### src/rtl/control_input_conditioner_pkg.sv
// Shared types and timing defaults for the push-button conditioner.
// Holds the repeat FSM state enum and a small width helper.
package control_input_conditioner_pkg;

  typedef enum logic [1:0] {
    IDLE       = 2'd0,
    WAIT_FIRST = 2'd1,
    REPEATING  = 2'd2
  } rep_state_e;

  // 5 ms / 400 ms / 100 ms at the 74.25 MHz pixel clock
  localparam int unsigned DEF_N_INPUTS        = 2;
  localparam int unsigned DEF_DEBOUNCE_CYCLES = 371250;
  localparam int unsigned DEF_REPEAT_DELAY    = 29700000;
  localparam int unsigned DEF_REPEAT_PERIOD   = 7425000;

  function automatic int unsigned max_u(input int unsigned a, input int unsigned b);
    return (a > b) ? a : b;
  endfunction

endpackage

### src/rtl/control_input_conditioner_if.sv
// Button bundle: raw levels in, conditioned level and event pulses out.
interface control_input_conditioner_if #(
  parameter int unsigned N_INPUTS = 2
) ();
  logic [N_INPUTS-1:0] i_raw;
  logic [N_INPUTS-1:0] o_level;
  logic [N_INPUTS-1:0] o_press;
  logic [N_INPUTS-1:0] o_release;
  logic [N_INPUTS-1:0] o_repeat;

  modport master (output i_raw, input o_level, o_press, o_release, o_repeat);
  modport slave  (input i_raw, output o_level, o_press, o_release, o_repeat);
endinterface

### src/rtl/control_input_conditioner_debounce_channel.sv
// One button: 2-flop synchronizer, debounce counter, edge pulses, auto-repeat FSM.
// All outputs are registered; level changes DEBOUNCE_CYCLES+2 cycles after a clean raw change.
module debounce_channel
  import control_input_conditioner_pkg::*;
#(
  parameter int unsigned DEBOUNCE_CYCLES = 4,
  parameter int unsigned REPEAT_DELAY    = 10,
  parameter int unsigned REPEAT_PERIOD   = 3
) (
  input  logic clk_i,
  input  logic rst_i,
  input  logic raw_i,
  output logic level_o,
  output logic press_o,
  output logic release_o,
  output logic repeat_o
);
  localparam int unsigned DW = $clog2(DEBOUNCE_CYCLES + 1);
  localparam int unsigned RW = $clog2(max_u(REPEAT_DELAY, REPEAT_PERIOD) + 1);
  localparam logic [DW-1:0] DB_LAST = DW'(DEBOUNCE_CYCLES - 1);
  localparam logic [RW-1:0] RD_LAST = RW'(REPEAT_DELAY - 1);
  localparam logic [RW-1:0] RP_LAST = RW'(REPEAT_PERIOD - 1);

  logic          sync1_q, sync2_q;
  logic [DW-1:0] db_cnt_q, db_cnt_d;
  logic          level_q, level_d;
  logic          press_q, release_q, repeat_q, repeat_d;
  logic [RW-1:0] rcnt_q, rcnt_d;
  rep_state_e    state_q, state_d;

  logic mismatch, toggle, rise, fall;
  assign mismatch = sync2_q ^ level_q;
  assign toggle   = mismatch && (db_cnt_q == DB_LAST);
  assign rise     = toggle & ~level_q;
  assign fall     = toggle & level_q;

  always_comb begin
    db_cnt_d = db_cnt_q;
    level_d  = level_q;
    if (!mismatch) begin
      db_cnt_d = '0;
    end else if (toggle) begin
      db_cnt_d = '0;
      level_d  = ~level_q;
    end else if (db_cnt_q != '1) begin
      db_cnt_d = db_cnt_q + 1'b1;
    end
  end

  // Release wins over a due repeat so no pulse lands on the release edge
  always_comb begin
    state_d  = state_q;
    rcnt_d   = rcnt_q;
    repeat_d = 1'b0;
    case (state_q)
      IDLE: begin
        if (rise) begin
          state_d = WAIT_FIRST;
          rcnt_d  = '0;
        end
      end
      WAIT_FIRST: begin
        if (fall) begin
          state_d = IDLE;
          rcnt_d  = '0;
        end else if (rcnt_q == RD_LAST) begin
          state_d  = REPEATING;
          rcnt_d   = '0;
          repeat_d = 1'b1;
        end else if (rcnt_q != '1) begin
          rcnt_d = rcnt_q + 1'b1;
        end
      end
      REPEATING: begin
        if (fall) begin
          state_d = IDLE;
          rcnt_d  = '0;
        end else if (rcnt_q == RP_LAST) begin
          rcnt_d   = '0;
          repeat_d = 1'b1;
        end else if (rcnt_q != '1) begin
          rcnt_d = rcnt_q + 1'b1;
        end
      end
      default: begin
        state_d = IDLE;
        rcnt_d  = '0;
      end
    endcase
  end

  always_ff @(posedge clk_i) begin
    if (rst_i) begin
      sync1_q   <= 1'b0;
      sync2_q   <= 1'b0;
      db_cnt_q  <= '0;
      level_q   <= 1'b0;
      press_q   <= 1'b0;
      release_q <= 1'b0;
      repeat_q  <= 1'b0;
      rcnt_q    <= '0;
      state_q   <= IDLE;
    end else begin
      sync1_q   <= raw_i;
      sync2_q   <= sync1_q;
      db_cnt_q  <= db_cnt_d;
      level_q   <= level_d;
      press_q   <= rise;
      release_q <= fall;
      repeat_q  <= repeat_d;
      rcnt_q    <= rcnt_d;
      state_q   <= state_d;
    end
  end

  assign level_o   = level_q;
  assign press_o   = press_q;
  assign release_o = release_q;
  assign repeat_o  = repeat_q;
endmodule

### src/rtl/control_input_conditioner.sv
// Conditions N_INPUTS bouncing push-buttons into debounced levels, press/release and repeat pulses.
// Channels are independent copies of debounce_channel; no backpressure, outputs are free-running.
module control_input_conditioner
  import control_input_conditioner_pkg::*;
#(
  parameter int unsigned N_INPUTS        = DEF_N_INPUTS,
  parameter int unsigned DEBOUNCE_CYCLES = DEF_DEBOUNCE_CYCLES,
  parameter int unsigned REPEAT_DELAY    = DEF_REPEAT_DELAY,
  parameter int unsigned REPEAT_PERIOD   = DEF_REPEAT_PERIOD
) (
  input  logic                         i_clk,
  input  logic                         i_rst,
  control_input_conditioner_if.slave   btn
);
  localparam int unsigned DB_CYC = DEBOUNCE_CYCLES;
  localparam int unsigned RP_DLY = REPEAT_DELAY;
  localparam int unsigned RP_PER = REPEAT_PERIOD;

  logic [N_INPUTS-1:0] level, press, rel, rep;

  for (genvar g = 0; g < int'(N_INPUTS); g++) begin : g_ch
    debounce_channel #(
      .DEBOUNCE_CYCLES (DB_CYC),
      .REPEAT_DELAY    (RP_DLY),
      .REPEAT_PERIOD   (RP_PER)
    ) u_ch (
      .clk_i     (i_clk),
      .rst_i     (i_rst),
      .raw_i     (btn.i_raw[g]),
      .level_o   (level[g]),
      .press_o   (press[g]),
      .release_o (rel[g]),
      .repeat_o  (rep[g])
    );
  end

  assign btn.o_level   = level;
  assign btn.o_press   = press;
  assign btn.o_release = rel;
  assign btn.o_repeat  = rep;
endmodule

### src/flat_wrapper.sv
// flat-port wrapper written by rule: the top's interface ports become plain ports
module control_input_conditioner_flat import control_input_conditioner_pkg::*;
#(
  parameter int unsigned N_INPUTS        = DEF_N_INPUTS,
  parameter int unsigned DEBOUNCE_CYCLES = DEF_DEBOUNCE_CYCLES,
  parameter int unsigned REPEAT_DELAY    = DEF_REPEAT_DELAY,
  parameter int unsigned REPEAT_PERIOD   = DEF_REPEAT_PERIOD
)
  (i_clk, i_rst, btn_i_raw, btn_o_level, btn_o_press, btn_o_release, btn_o_repeat);
  control_input_conditioner_if #(.N_INPUTS(N_INPUTS)) btn_i ();
  input  logic i_clk;
  input  logic i_rst;
  input wire logic [$bits(btn_i.i_raw)-1:0] btn_i_raw;
  output wire logic [$bits(btn_i.o_level)-1:0] btn_o_level;
  output wire logic [$bits(btn_i.o_press)-1:0] btn_o_press;
  output wire logic [$bits(btn_i.o_release)-1:0] btn_o_release;
  output wire logic [$bits(btn_i.o_repeat)-1:0] btn_o_repeat;
  assign btn_i.i_raw = btn_i_raw;
  assign btn_o_level = btn_i.o_level;
  assign btn_o_press = btn_i.o_press;
  assign btn_o_release = btn_i.o_release;
  assign btn_o_repeat = btn_i.o_repeat;
  control_input_conditioner #(.N_INPUTS(N_INPUTS), .DEBOUNCE_CYCLES(DEBOUNCE_CYCLES), .REPEAT_DELAY(REPEAT_DELAY), .REPEAT_PERIOD(REPEAT_PERIOD)) u_core (.i_clk(i_clk), .i_rst(i_rst), .btn(btn_i));
endmodule
### config.mk
export PLATFORM = sky130hd
export DESIGN_NAME = control_input_conditioner_flat
export DESIGN_NICKNAME = d
export VERILOG_FILES = /design/src/rtl/control_input_conditioner_pkg.sv /design/src/rtl/control_input_conditioner_if.sv /design/src/rtl/control_input_conditioner_debounce_channel.sv /design/src/rtl/control_input_conditioner.sv /design/src/flat_wrapper.sv
export SDC_FILE = /design/constraint.sdc
export NUM_CORES = 1
export LEC_CHECK = 0
export ABC_CLOCK_PERIOD_IN_PS = 4300
export CAP_MARGIN = 40
export CORE_MARGIN = 2
export CORE_UTILIZATION = 50
export CTS_CLUSTER_DIAMETER = 100
export DETAILED_ROUTE_END_ITERATION = 6
export DONT_BUFFER_PORTS = 1
export HOLD_SLACK_MARGIN = 0.1
export PLACE_DENSITY = 0.67
export SKIP_CTS_REPAIR_TIMING = 1
export SYNTH_ARGS = -nofsm -noshare
export SYNTH_HDL_FRONTEND = slang
export SYNTH_SLANG_ARGS = --single-unit
### constraint.sdc
create_clock -name i_clk -period 4.3 [get_ports i_clk]
set_input_delay 0.43 -clock i_clk [delete_from_list [all_inputs] [get_ports i_clk]]
set_output_delay 0.43 -clock i_clk [all_outputs]
set_load 0.02 [all_outputs]
; ---- Yosys cells after proc, flatten, opt, wreduce, memory -nomap -nowiden
; Cells that the tools add are included.
; W data, S select, Z words.
[word_totals]
register_bits = 104
inputBits = 4
output_inout_bits = 8
wordCells = 96
[op_classes]
addsub = 4
n_eq_ne = 20
mux = 34
bitwise = 10
n_reduce_logical = 10
[ops]
columns = cell, count
row1 = $mux W25, 12
row2 = $pmux W25 S3, 2
row3 = $add A25 B1 Y25 const B, 2
row4 = $eq A25 B23 Y1 const B, 2
row5 = $eq A25 B25 Y1 const B, 2
row6 = $ne A25 B25 Y1 const B, 2
row7 = $add A19 B1 Y19 const B, 2
row8 = $eq A19 B19 Y1 const B, 2
row9 = $ne A19 B19 Y1 const B, 2
row10 = $mux W2, 8
row11 = $pmux W2 S3, 2
row12 = $mux W1, 8
row13 = $ne A2 B2 Y1 const B, 4
row14 = $ne A3 B3 Y1 const B, 2
row15 = $reduce_and A3 Y1, 2
row16 = $reduce_or A3 Y1, 2
row17 = $and A1 B1 Y1, 4
row18 = $eq A2 B1 Y1 const B, 2
row19 = $eq A2 B2 Y1 const B, 2
row20 = $logic_not A2 Y1, 2
row21 = $not A1 Y1, 4
row22 = $pmux W1 S2, 2
row23 = $reduce_and A2 Y1, 2
row24 = $logic_and A1 B1 Y1, 2
row25 = $xor A1 B1 Y1, 2

; ---- Longest topological paths before layout
; Gate-level depths: netlist of run 1.
[depth]
word_depth = 5
ltp_mapped = 10
mapped_depth_nobuf = 8

; ---- Cells and area by module
; From an unflattened synthesis of run 1, not the netlist that was laid out.
[unflattened]
hier_cells = 690
hier_area_um2 = 5605.4
[modules_own_cells]
columns = mod, instances, cells_each, area_per_inst_um2, seq_area_each_um2
row1 = debounce_channel, 2, 345, 2802.7, 1041.0

; ---- Worst setup path before layout of run 1
; Ideal clock, no wire load.
[synth_timing]
path_kind = flip-flop to flip-flop
startpoint = reg u_core.g_ch[1].u_ch.db_cnt_q[0]
endpoint = reg u_core.g_ch[1].u_ch.state_q[0]
setup_ps = 74
t_arrival_ps = 2264
required_ps = 4226
path_slack_ps = 1961
stages_incl_launch_ff = 9
path_buffers = 2
synth_period_minus_slack_ps = 2339
cell_sequence = dfxtp_1 > ha_1 > nand4bb_1 > or4_1 > buf_2 > or2_2 > buf_6 > or4_1 > a31oi_1
[synth_via]
elab_chain_len = 5
elab_cells_between_ends = 10
cone_classes = eq/ne (4) / mux (2) / bitwise (2) / reduce/logical (2)
[synth_lines]
columns = element, line
row1 = from (decl), control_input_conditioner_debounce_channel.sv:25  ; logic [DW-1:0] db_cnt_q, db_cnt_d;
row2 = from (signal assigned), control_input_conditioner_debounce_channel.sv:106  ; db_cnt_q <= db_cnt_d;
row3 = $eq A19 B19 Y1 (*), control_input_conditioner_debounce_channel.sv:33  ; assign toggle = mismatch && (db_cnt_q == DB_LAST);
row4 = $logic_and A1 B1 Y1 (*), control_input_conditioner_debounce_channel.sv:33
row5 = $and A1 B1 Y1 (on tied branches), "control_input_conditioner_debounce_channel.sv:35, control_input_conditioner_debounce_channel.sv:34"
row6 = "$ne A3 B3 Y1 (no line), or another cell as far along", --
row7 = $reduce_and A3 Y1 (no line) or $pmux W2 S3 (tied branches), --
row8 = to (signal assigned), control_input_conditioner_debounce_channel.sv:112  ; state_q <= state_d;
row9 = to (decl), control_input_conditioner_debounce_channel.sv:29  ; rep_state_e state_q, state_d;
; Every way passes the cells marked *; elsewhere a longest branch is shown, timed or not.
; A chain may end at the register's enable or synchronous reset.

; ---- Final worst setup path of run 1
[layout_timing]
startpoint = reg u_core.g_ch[1].u_ch.level_q
endpoint = reg u_core.g_ch[1].u_ch.rcnt_q[4]
[layout_via]
elab_chain_len = 5
elab_cells_between_ends = 9
cone_classes = eq/ne (1) / mux (3) / bitwise (4) / reduce/logical (1)
[layout_lines]
columns = element, line
row1 = from (decl), control_input_conditioner_debounce_channel.sv:26  ; logic level_q, level_d;
row2 = from (signal assigned), control_input_conditioner_debounce_channel.sv:107  ; level_q <= level_d;
row3 = $xor A1 B1 Y1, control_input_conditioner_debounce_channel.sv:32  ; assign mismatch = sync2_q ^ level_q;
row4 = $logic_and A1 B1 Y1, control_input_conditioner_debounce_channel.sv:33
row5 = $and A1 B1 Y1, control_input_conditioner_debounce_channel.sv:35  ; assign fall = toggle & level_q;
row6 = $mux W25 (on tied branches), "control_input_conditioner_debounce_channel.sv:75, control_input_conditioner_debounce_channel.sv:63"
row7 = $pmux W25 S3, control_input_conditioner_debounce_channel.sv:55  ; case (state_q)
row8 = to (signal assigned), control_input_conditioner_debounce_channel.sv:111  ; rcnt_q <= rcnt_d;
row9 = to (decl), control_input_conditioner_debounce_channel.sv:28  ; logic [RW-1:0] rcnt_q, rcnt_d;
; Parallel ways exist; a longest one is shown, timed or not.

==> metrics.csv, run 1 <==
metric,value,unit
number of synthesized flops with an enable pin,0,
Synth-to-Final Area Change,4.726,%
"count leader, synth",dfxtp_1,
RR Endpoint,u_core.g_ch[1].u_ch.rcnt_q[4]$_SDFFE_PP0P_,
post-synthesis xor/xnor area fraction,0.09543,
Max clock buf depth,2,
Startpoint Class,flip-flop,
All-Layer GR Usage,0.2022,
Layout fillers,975,
"Slowest-stage cell, CP",dfxtp_1,
Commonest cells post-synth,"104 x dfxtp_1, 97 x nor2_1, 47 x nand2_1, 46 x nand3_1, 39 x xor2_1",
Critical Path Source,u_core.g_ch[1].u_ch.level_o$_SDFFE_PP0P_,
gpl congestion,0.8677,
headroom to the max-slew limit,0.4695,
Area contributors post-synth,"dfxtp_1 38%, nor2_1 6.6%, xor2_1 6.2%, nand4_1 4.3%, nand3_1 4.2%",
largest stage delay on the critical path,690,ps
routed wire length,11440,microns
Root Driver,clkbuf_8,
Detail Route Antenna Nets,0,
drt first pass iters,5,
sequential share of the synthesized area,0.3781,
die area,0.01187,sq mm
Tmin final,3295,ps
fmax,303.5,MHz
Residual DRC,0,
R2R setup slack,1000,ps
DR iter-0 viols,444,
CP cell instances,xnor2_1 > or4_1 > o31ai_4 > nor2_1 > nor2_2 > nor2_1,
Worst EP required,4550,ps
Worst R2R Start,u_core.g_ch[1].u_ch.level_o$_SDFFE_PP0P_,
crit-path leading delay family,simple AND/OR/NAND/NOR gates,
Mapped Area,0.005507,sq mm
Mapped Nets,682,
Min-Delay Path Class,in -> reg,
H-Tree Depth,3,
boundary pin count,12,
fraction of the mapped netlist area in simple logic gates,0.3424,
die width,108.9,microns
MaxCap Viol Count,0,
final period utilization,0.7664,
VDD IR max,0.0002433,V
Synth async-reset ratio,0,
Worst Path Max Fanout,16,
fin. max-slew vios,0,
Setup crit end kind,flip-flop,
adder-cell area share of the yosys netlist,0.02727,
layout cells sized above 1,0.04448,
Clock Latency Late Sink,390,ps
status,completed,
main combinational cell family by area after synthesis,simple AND/OR/NAND/NOR gates,
crit path capture,u_core.g_ch[1].u_ch.rcnt_q[4]$_SDFFE_PP0P_,
setup_tns,0,ps
vias per std cell,5.789,
Static Leak,1.820,nW
Syn Inst Count,666,
Die Span Y,108.9,microns
grt total ovfl,0,
clock sink count,104,
port bufs,0,
Post-DP HPWL,7965,microns
row cnt,38,
Synth cell types,60,
antenna cells,0,
Synth top area share,0.3781,
Post-layout nets,663,
worst reg2reg path depth,6,
multiplexer share of the synthesized area,0.01272,
Starting Density,0.5102,
post-synthesis compound-gate area fraction,0.09589,
largest net degree at the start of global routing,22,
Pwr Density,293.2,mW/mm^2
first-pass GRT wire length,19290,microns
CP bufs+invs,0,
Setup Skew,13.60,ps
"Arr. time, crit path",3540,ps
crit path kind,reg -> reg,
slew of the pin with the lowest slew margin,793.5,ps
Stages on worst setup path,6,
total core area,0.01079,sq mm
top_reg_cell synth,dfxtp_1,
Hold Fails Final Rpt,0,
clock-pin slew on the worst setup and hold paths,90,ps
per-cell routed wire length,14.44,microns
RSZ-0062 raised after global routing,false,
TritonCTS buffer count,9,
CTS tree,done,
"FF+latch count, synth",104,
top cell type by total area after synthesis,dfxtp_1,
via count,4585,
synth warn,0,
critical path's most frequent cell,nor2_1,
initial antenna violation count,0,
fin util,0.5343,
Final setup violation count,0,
vias in the first global route,4159,
Avg Inst Size Synth,8.268,sq um
-- final cells by class --
cell class / count / area, sq um / area share
well taps: 140 / 175.2 / 0.03038
repair buffers: 5 / 42.54 / 0.007377
clock inverters: 2 / 60.06 / 0.01041
flip-flops and latches: 104 / 2082 / 0.3610
inverters: 18 / 67.56 / 0.01172
multi-input cells: 509 / 3167 / 0.5491
clock buffers: 14 / 172.7 / 0.02994
-- logic make-up (layout without fill, tap and decap cells) --
family	count (synthesis)	count (layout)
adder cells (fa/ha/maj)	12	12
AO/OA/AOI/OAI	74	74
XOR/XNOR	60	60
flip-flops	104	104
buffers and inverters	53	39
multiplexers	7	7
AND/OR/NAND/NOR	356	356
-- worst register-to-register path: cells and delay by family, from the launching register on --
family	cells	cell delay [ps]
DFF	1	690
AOI/OAI and AO/OA	1	600
and+or+nand+nor	4	1720
xor gates and xnor gates	1	160
-- registers in the layout, indices dropped and copies added (netlist names) --
register,count
u_core.g_ch.u_ch.sync2_q,2
u_core.g_ch.u_ch.rcnt_q,50
u_core.g_ch.u_ch.db_cnt_q,38
u_core.g_ch.u_ch.sync1_q,2
u_core.g_ch.u_ch.level_o,2
u_core.g_ch.u_ch.repeat_o,2
u_core.g_ch.u_ch.press_o,2
u_core.g_ch.u_ch.release_o,2
u_core.g_ch.u_ch.state_q,4
-- power breakdown --
group	switching, mW	leakage (nW)	internal, mW	total, mW
clock	0.327	0.117	0.377	0.703
sequential	0.00126	0.838	0.964	0.966
combinational	0.0151	0.864	0.00642	0.0215
-- per-stage QoR --
stage                     cell area, sq um  hold slack (ps)  setup WS (ps)  cells  power (mW)
after floorplan                       5507            413.8           1961    666       1.005
after global placement                5514            418.0           1158    774       1.006
after detailed placement              5514            425.5           1038    774       1.007
after CTS                             5747            89.01           1019    790       1.703
after global routing                  5767            104.2          774.8    792       1.748
final                                 5767            119.8           1005    792       1.691
-- metal layers --
metal,track usage,part of all wire
met1,0.2677,0.49
met4,0.08883,0.017
met2,0.3154,0.46
met3,0.04483,0.040
met5,0,0
-- how the worst min path moves through the flow --
stage	start	cells after the start	to	slack, ps
3_5_place_dp	u_core.g_ch[0].u_ch.sync1_q$_SDFF_PP0_	1	u_core.g_ch[0].u_ch.sync2_q$_SDFF_PP0_	430
6_report	i_rst	1	u_core.g_ch[1].u_ch.press_o$_SDFF_PP0_	120
2_1_floorplan	u_core.g_ch[0].u_ch.sync1_q$_SDFF_PP0_	1	u_core.g_ch[0].u_ch.sync2_q$_SDFF_PP0_	410
5_1_grt	i_rst	1	u_core.g_ch[1].u_ch.press_o$_SDFF_PP0_	100
3_3_place_gp	u_core.g_ch[0].u_ch.sync1_q$_SDFF_PP0_	1	u_core.g_ch[0].u_ch.sync2_q$_SDFF_PP0_	420
4_1_cts	i_rst	1	u_core.g_ch[0].u_ch.level_o$_SDFFE_PP0P_	90
-- cells in the final DEF (no fill, tap or decap), types with 3 or more instances in the layout --
master / Yosys / layout
nand2_1: 47 / 47
nor3_1: 24 / 24
a211oi_1: 3 / 3
and4_1: 10 / 10
nor4bb_1: 3 / 3
nand3b_1: 4 / 4
xor2_1: 39 / 39
ha_1: 12 / 12
or4_1: 6 / 6
dfxtp_1: 104 / 104
nand3_1: 46 / 46
xnor2_1: 21 / 21
clkbuf_8: 0 / 12
a21oi_1: 25 / 25
nor2_1: 97 / 97
or2_2: 4 / 4
buf_4: 8 / 3
nand4b_1: 8 / 8
nor2b_1: 6 / 6
o21ai_0: 13 / 13
inv_1: 18 / 18
and2_1: 10 / 10
nor4_1: 13 / 13
and3_1: 16 / 16
mux2i_1: 7 / 7
o31ai_1: 4 / 4
or3_1: 7 / 7
nand4_1: 38 / 38
nor3b_1: 3 / 3
a31oi_1: 4 / 4
a22oi_1: 3 / 3
nand2b_1: 4 / 4
Power figures use the tool's default switching activity.
==> run 2, diff against run 1 <==
ABC_CLOCK_PERIOD_IN_PS = 2700   (was 4300)
PLACE_DENSITY = 0.7   (was 0.67)
clock period = 2.7 ns   (was 4.3 ns; I/O delays follow)
==> metrics.csv, run 2 (synthesis results as in run 1) <==
metric,value,unit,change
row cnt,38,,unchanged
DR iter-0 viols,352,,-21%
Max clock buf depth,2,,unchanged
CP cell instances,ha_1 > nand4bb_1 > or4_1 > buf_4 > o31ai_2 > a21oi_1 > nor2_2 > buf_4 > nor2_1,,
All-Layer GR Usage,0.2072,,+0.005005
headroom to the max-slew limit,0.4817,,+0.01216
Final setup violation count,0,,unchanged
Min-Delay Path Class,in -> reg,,
Tmin final,2549,ps,-746.4 ps
die width,108.9,microns,unchanged
status,completed,,
Regs by FF count,"u_core.g_ch.u_ch.rcnt_q (50), u_core.g_ch.u_ch.db_cnt_q (38), u_core.g_ch.u_ch.state_q (4)",,
drt first pass iters,5,,unchanged
Hold Fails Final Rpt,0,,unchanged
Worst Path Max Fanout,15,,-1
gpl congestion,0.9611,,+11%
"Slowest-stage cell, CP",or4_1,,
antenna cells,0,,unchanged
"Arr. time, crit path",2830,ps,-710 ps
Setup crit end kind,flip-flop,,
MaxCap Viol Count,0,,unchanged
final period utilization,0.9440,,+0.1777
Static Leak,1.883,nW,+3.5%
Detail Route Antenna Nets,0,,unchanged
grt total ovfl,0,,unchanged
die area,0.01187,sq mm,unchanged
Root Driver,clkbuf_8,,
largest net degree at the start of global routing,22,,unchanged
most frequent cells in the layout,"104 x dfxtp_1, 97 x nor2_1, 47 x nand2_1, 46 x nand3_1, 39 x xor2_1",,
fin. max-slew vios,0,,unchanged
VDD IR max,0.0003045,V,+25%
Clock Latency Late Sink,390,ps,about the same
slack of the critical path,151.1,ps,-853.6 ps
total core area,0.01079,sq mm,unchanged
Worst EP required,2980,ps,-1570 ps
Post-layout nets,678,,+2.3%
Pwr Density,445.6,mW/mm^2,+52%
largest stage delay on the critical path,600,ps,-90 ps
Layout fillers,1007,,+3.3%
vias in the first global route,4381,,+5.3%
max reg flops,50,,unchanged
metal3 WL,513,microns,+11%
crit path kind,reg -> reg,,
Inst Count DP,788,,+1.8%
Residual DRC,0,,unchanged
setup_tns,0,ps,unchanged
slew of the pin with the lowest slew margin,774.6,ps,-18.87 ps
boundary pin count,12,,unchanged
via count,4658,,+1.6%
TritonCTS buffer count,9,,unchanged
Setup Skew,15.30,ps,+1.702 ps
Synth-to-Final Area Change,6.612,%,
"most common cell after layout, fill and taps aside",dfxtp_1,,
H-Tree Depth,3,,unchanged
"Most flops, register",u_core.g_ch.u_ch.rcnt_q,,
Starting Density,0.5102,,unchanged
vias per std cell,5.772,,-0.30%
initial antenna violation count,0,,unchanged
clock-pin slew on the worst setup and hold paths,110,ps,+20 ps
Post-DP HPWL,8126,microns,+2.0%
fmax,392.3,MHz,+29%
critical path's most frequent cell,buf_4,,
port bufs,0,,unchanged
first-pass GRT wire length,19930,microns,+3.3%
metal2 WL,5275,microns,+1.2%
CTS tree,done,,
Die Span Y,108.9,microns,unchanged
Met1 Routed Length,5491,microns,-1.3%
per-cell routed wire length,14.15,microns,-2.0%
layout cells sized above 1,0.06747,,+0.02299
DR top layer,met4,,
routed wire length,11420,microns,-0.17%
Post-Layout Cell Count,807,,+1.9%
Post-Place Worst Slack,178.0,ps,-860.2 ps
RSZ-0062 raised after global routing,false,,
Startpoint Class,flip-flop,,
clock sink count,104,,unchanged
[run 2: final cells by class]
class,instances,area [sq um],share of cell area
clock buffer,9,123.9,0.02110
clock inverter,7,86.33,0.01471
inverter,18,67.56,0.01151
multi-input combinational,509,3174,0.5407
sequential,104,2082,0.3546
tap,140,175.2,0.02984
timing repair buffer,20,161.4,0.02749
[run 2: metrics by stage]
| step | cell area [sq um] | utilization | hold WS, ps | total power, mW |
|---|---|---|---|---|
| after floorplan | 5507 | - | 398.2 | 1.601 |
| after global placement | 5619 | 0.5206 | 341.5 | 1.604 |
| after CTS | 5829 | 0.5401 | -90.22 | 2.640 |
| after detailed placement | 5619 | 0.5206 | 345.7 | 1.605 |
| after global routing | 5871 | 0.5439 | 154.3 | 2.700 |
| final | 5871 | 0.5439 | 139.0 | 2.616 |
[run 2: worst paths after layout]
check | slack [ps] | cells after the start | endpoint | from
min | 140 | 3 | u_core.g_ch[0].u_ch.rcnt_q[21]$_SDFFE_PP0P_ | i_rst
max reg2reg | 150 | 9 | u_core.g_ch[1].u_ch.rcnt_q[22]$_SDFFE_PP0P_ | u_core.g_ch[1].u_ch.db_cnt_q[0]$_SDFFE_PP0P_
min reg2reg | 440 | 1 | u_core.g_ch[1].u_ch.sync2_q$_SDFF_PP0_ | u_core.g_ch[1].u_ch.sync1_q$_SDFF_PP0_
max | 150 | 9 | u_core.g_ch[1].u_ch.rcnt_q[22]$_SDFFE_PP0P_ | u_core.g_ch[1].u_ch.db_cnt_q[0]$_SDFFE_PP0P_
[run 2: critical path, delay by kind of cell (launching register included)]
family                   cells  cell delay, ps
AND/OR/NAND/NOR              4             900
AO/OA/AOI/OAI                2             530
flip-flops                   1             440
buffers and inverters        2             400
adder cells (fa/ha/maj)      1             190
[run 2: power by group]
group / internal [mW] / switching (mW) / total [mW] / leakage, nW
sequential: 1.54 / 0.00212 / 1.54 / 0.838
combinational: 0.0126 / 0.0247 / 0.0373 / 0.937
clock: 0.448 / 0.591 / 1.04 / 0.108
total: 2.00 / 0.618 / 2.62 / 1.88
[run 2: per-layer routing]
| metal | global-route usage | vias up |
|---|---|---|
| met5 | 0 | - |
| met3 | 0.05619 | 9 |
| met4 | 0.05861 | 0 |
| li1 | - | 2360 |
| met1 | 0.2709 | 2207 |
| met2 | 0.3354 | 82 |
==> run 3, diff against run 2 <==
ABC_CLOCK_PERIOD_IN_PS = 2410   (was 2700)
PLACE_DENSITY = 0.67   (was 0.7)
clock period = 2.41 ns   (was 2.7 ns; I/O delays follow)
==> metrics.csv, run 3 (synthesis results as in run 1) <==
metric,value,unit,change
CTS tree,done,,
Post-Place Worst Slack,69.46,ps,-108.6 ps
Root Driver,clkbuf_8,,
Final Cell Area,0.006156,sq mm,+4.9%
Pwr Density,479.3,mW/mm^2,+7.6%
status,completed,,
die width,108.9,microns,unchanged
TritonCTS buffer count,9,,unchanged
per-cell routed wire length,13.92,microns,-1.6%
slack of the critical path,123.4,ps,-27.67 ps
CP bufs+invs,0,,-2
Post-layout nets,707,,+4.3%
"Most flops, register",u_core.g_ch.u_ch.rcnt_q,,
Starting Density,0.5102,,unchanged
Regs by FF count,"u_core.g_ch.u_ch.rcnt_q (50), u_core.g_ch.u_ch.db_cnt_q (38), u_core.g_ch.u_ch.state_q (4)",,
Worst R2R Start,u_core.g_ch[0].u_ch.db_cnt_q[11]$_SDFFE_PP0P_,,
Critical Path Source,u_core.g_ch[0].u_ch.db_cnt_q[11]$_SDFFE_PP0P_,,
slew of the pin with the lowest slew margin,588.9,ps,-185.7 ps
fmax,437.3,MHz,+11%
antenna cells,0,,unchanged
CP cell instances,nor4bb_1 > nand4b_1 > o41a_1 > a211oi_2 > or3b_1 > nand3_1,,
"most common cell after layout, fill and taps aside",dfxtp_1,,
vias in the first global route,4319,,-1.4%
fin util,0.5704,,+0.02643
Startpoint Class,flip-flop,,
total core area,0.01079,sq mm,unchanged
Clock Latency Late Sink,390,ps,about the same
MaxCap Viol Count,0,,unchanged
dpl cell area,0.005854,sq mm,+4.2%
row cnt,38,,unchanged
Worst Path Max Fanout,5,,-10
largest net degree at the start of global routing,21,,-4.5%
Max clock buf depth,2,,unchanged
Die Span Y,108.9,microns,unchanged
max reg flops,50,,unchanged
largest stage delay on the critical path,500,ps,-100 ps
Post-DP HPWL,8475,microns,+4.3%
Setup crit end kind,flip-flop,,
Static Leak,2.026,nW,+7.6%
die area,0.01187,sq mm,unchanged
initial antenna violation count,0,,unchanged
via count,4732,,+1.6%
most frequent cells in the layout,"104 x dfxtp_1, 96 x nor2_1, 47 x nand2_1, 46 x nand3_1, 43 x buf_4",,
vias per std cell,5.674,,-1.7%
headroom to the max-slew limit,0.6061,,+0.1244
Worst EP required,2740,ps,-240 ps
Detail Route Antenna Nets,0,,unchanged
All-Layer GR Usage,0.2040,,-0.003221
Hold Path Origin,i_rst,,
clock sink count,104,,unchanged
boundary pin count,12,,unchanged
Hold Fails Final Rpt,0,,unchanged
total power,2.950,mW,+13%
"Arr. time, crit path",2610,ps,-220 ps
fin. max-slew vios,0,,unchanged
routed wire length,11610,microns,+1.6%
H-Tree Depth,3,,unchanged
Synth-to-Final Area Change,11.79,%,
setup_tns,0,ps,unchanged
"Slowest-stage cell, CP",o41a_1,,
clock-pin slew on the worst setup and hold paths,100,ps,about the same
Layout fillers,939,,-6.8%
Tmin final,2287,ps,-262.3 ps
drt first pass iters,4,,-1
layout cells sized above 1,0.1153,,+0.04781
final period utilization,0.9488,,+0.004747
Final setup violation count,0,,unchanged
Min-Delay Path Class,in -> reg,,
port bufs,0,,unchanged
DR iter-0 viols,327,,-7.1%
crit path kind,reg -> reg,,
VDD IR max,0.0003335,V,+9.5%
crit-path leading delay family,simple AND/OR/NAND/NOR gates,,
grt total ovfl,0,,unchanged
Setup Skew,12.02,ps,-3.287 ps
first-pass GRT wire length,19660,microns,-1.3%
Residual DRC,0,,unchanged
gpl congestion,0.9196,,-4.3%
run 3: cell count changes in the layout (fill, tap and decap cells not counted), sizes merged:
cell | before | now
clkinvlp | 0 | 2
clkinv | 2 | 1
bufinv | 1 | 2
inv | 22 | 18
buf | 17 | 46
run 3: worst min-delay path, cell delays in order:
cell     delay [ps]
nor2b_1          40
o31ai_4          80
nor2_1           70
run 3: report_power, final:
part	switching, mW	total [mW]	internal, mW
clock network	0.603	1.18	0.575
logic	0.0305	0.0490	0.0185
registers	0.00208	1.72	1.72
total	0.636	2.95	2.31
run 3: area by class of cell:
class / count / area (sq um) / share of cell area
multi-input cells: 509 / 3219 / 0.5230
flip-flops and latches: 104 / 2082 / 0.3382
repair buffers: 49 / 404.1 / 0.06565
well taps: 140 / 175.2 / 0.02846
clock buffers: 9 / 123.9 / 0.02012
clock inverters: 5 / 83.83 / 0.01362
inverters: 18 / 67.56 / 0.01098
run 3: final timing paths:
kind | to | slack [ps] | cells past startpoint
setup reg to reg | u_core.g_ch[0].u_ch.rcnt_q[21]$_SDFFE_PP0P_ | 120 | 6
setup / recovery | u_core.g_ch[0].u_ch.rcnt_q[21]$_SDFFE_PP0P_ | 120 | 6
hold / removal | u_core.g_ch[1].u_ch.repeat_o$_SDFF_PP0_ | 110 | 3
hold reg to reg | u_core.g_ch[1].u_ch.sync2_q$_SDFF_PP0_ | 440 | 1
run 3: metal layers:
metal  track usage  vias up  wire, microns
met4       0.07601        0            171
met1        0.2795     2233           5814
li1              -     2422              -
met5             0        -              0
met3       0.03766       12            343
met2        0.3190       65           5280
run 3: per-stage QoR:
stage / hold WS, ps / cells
6_report: 107.2 / 834
5_1_grt: 107.1 / 834
4_1_cts: -104.7 / 830
3_5_place_dp: 317.1 / 816
3_3_place_gp: 315.2 / 816
2_1_floorplan: 369.2 / 666
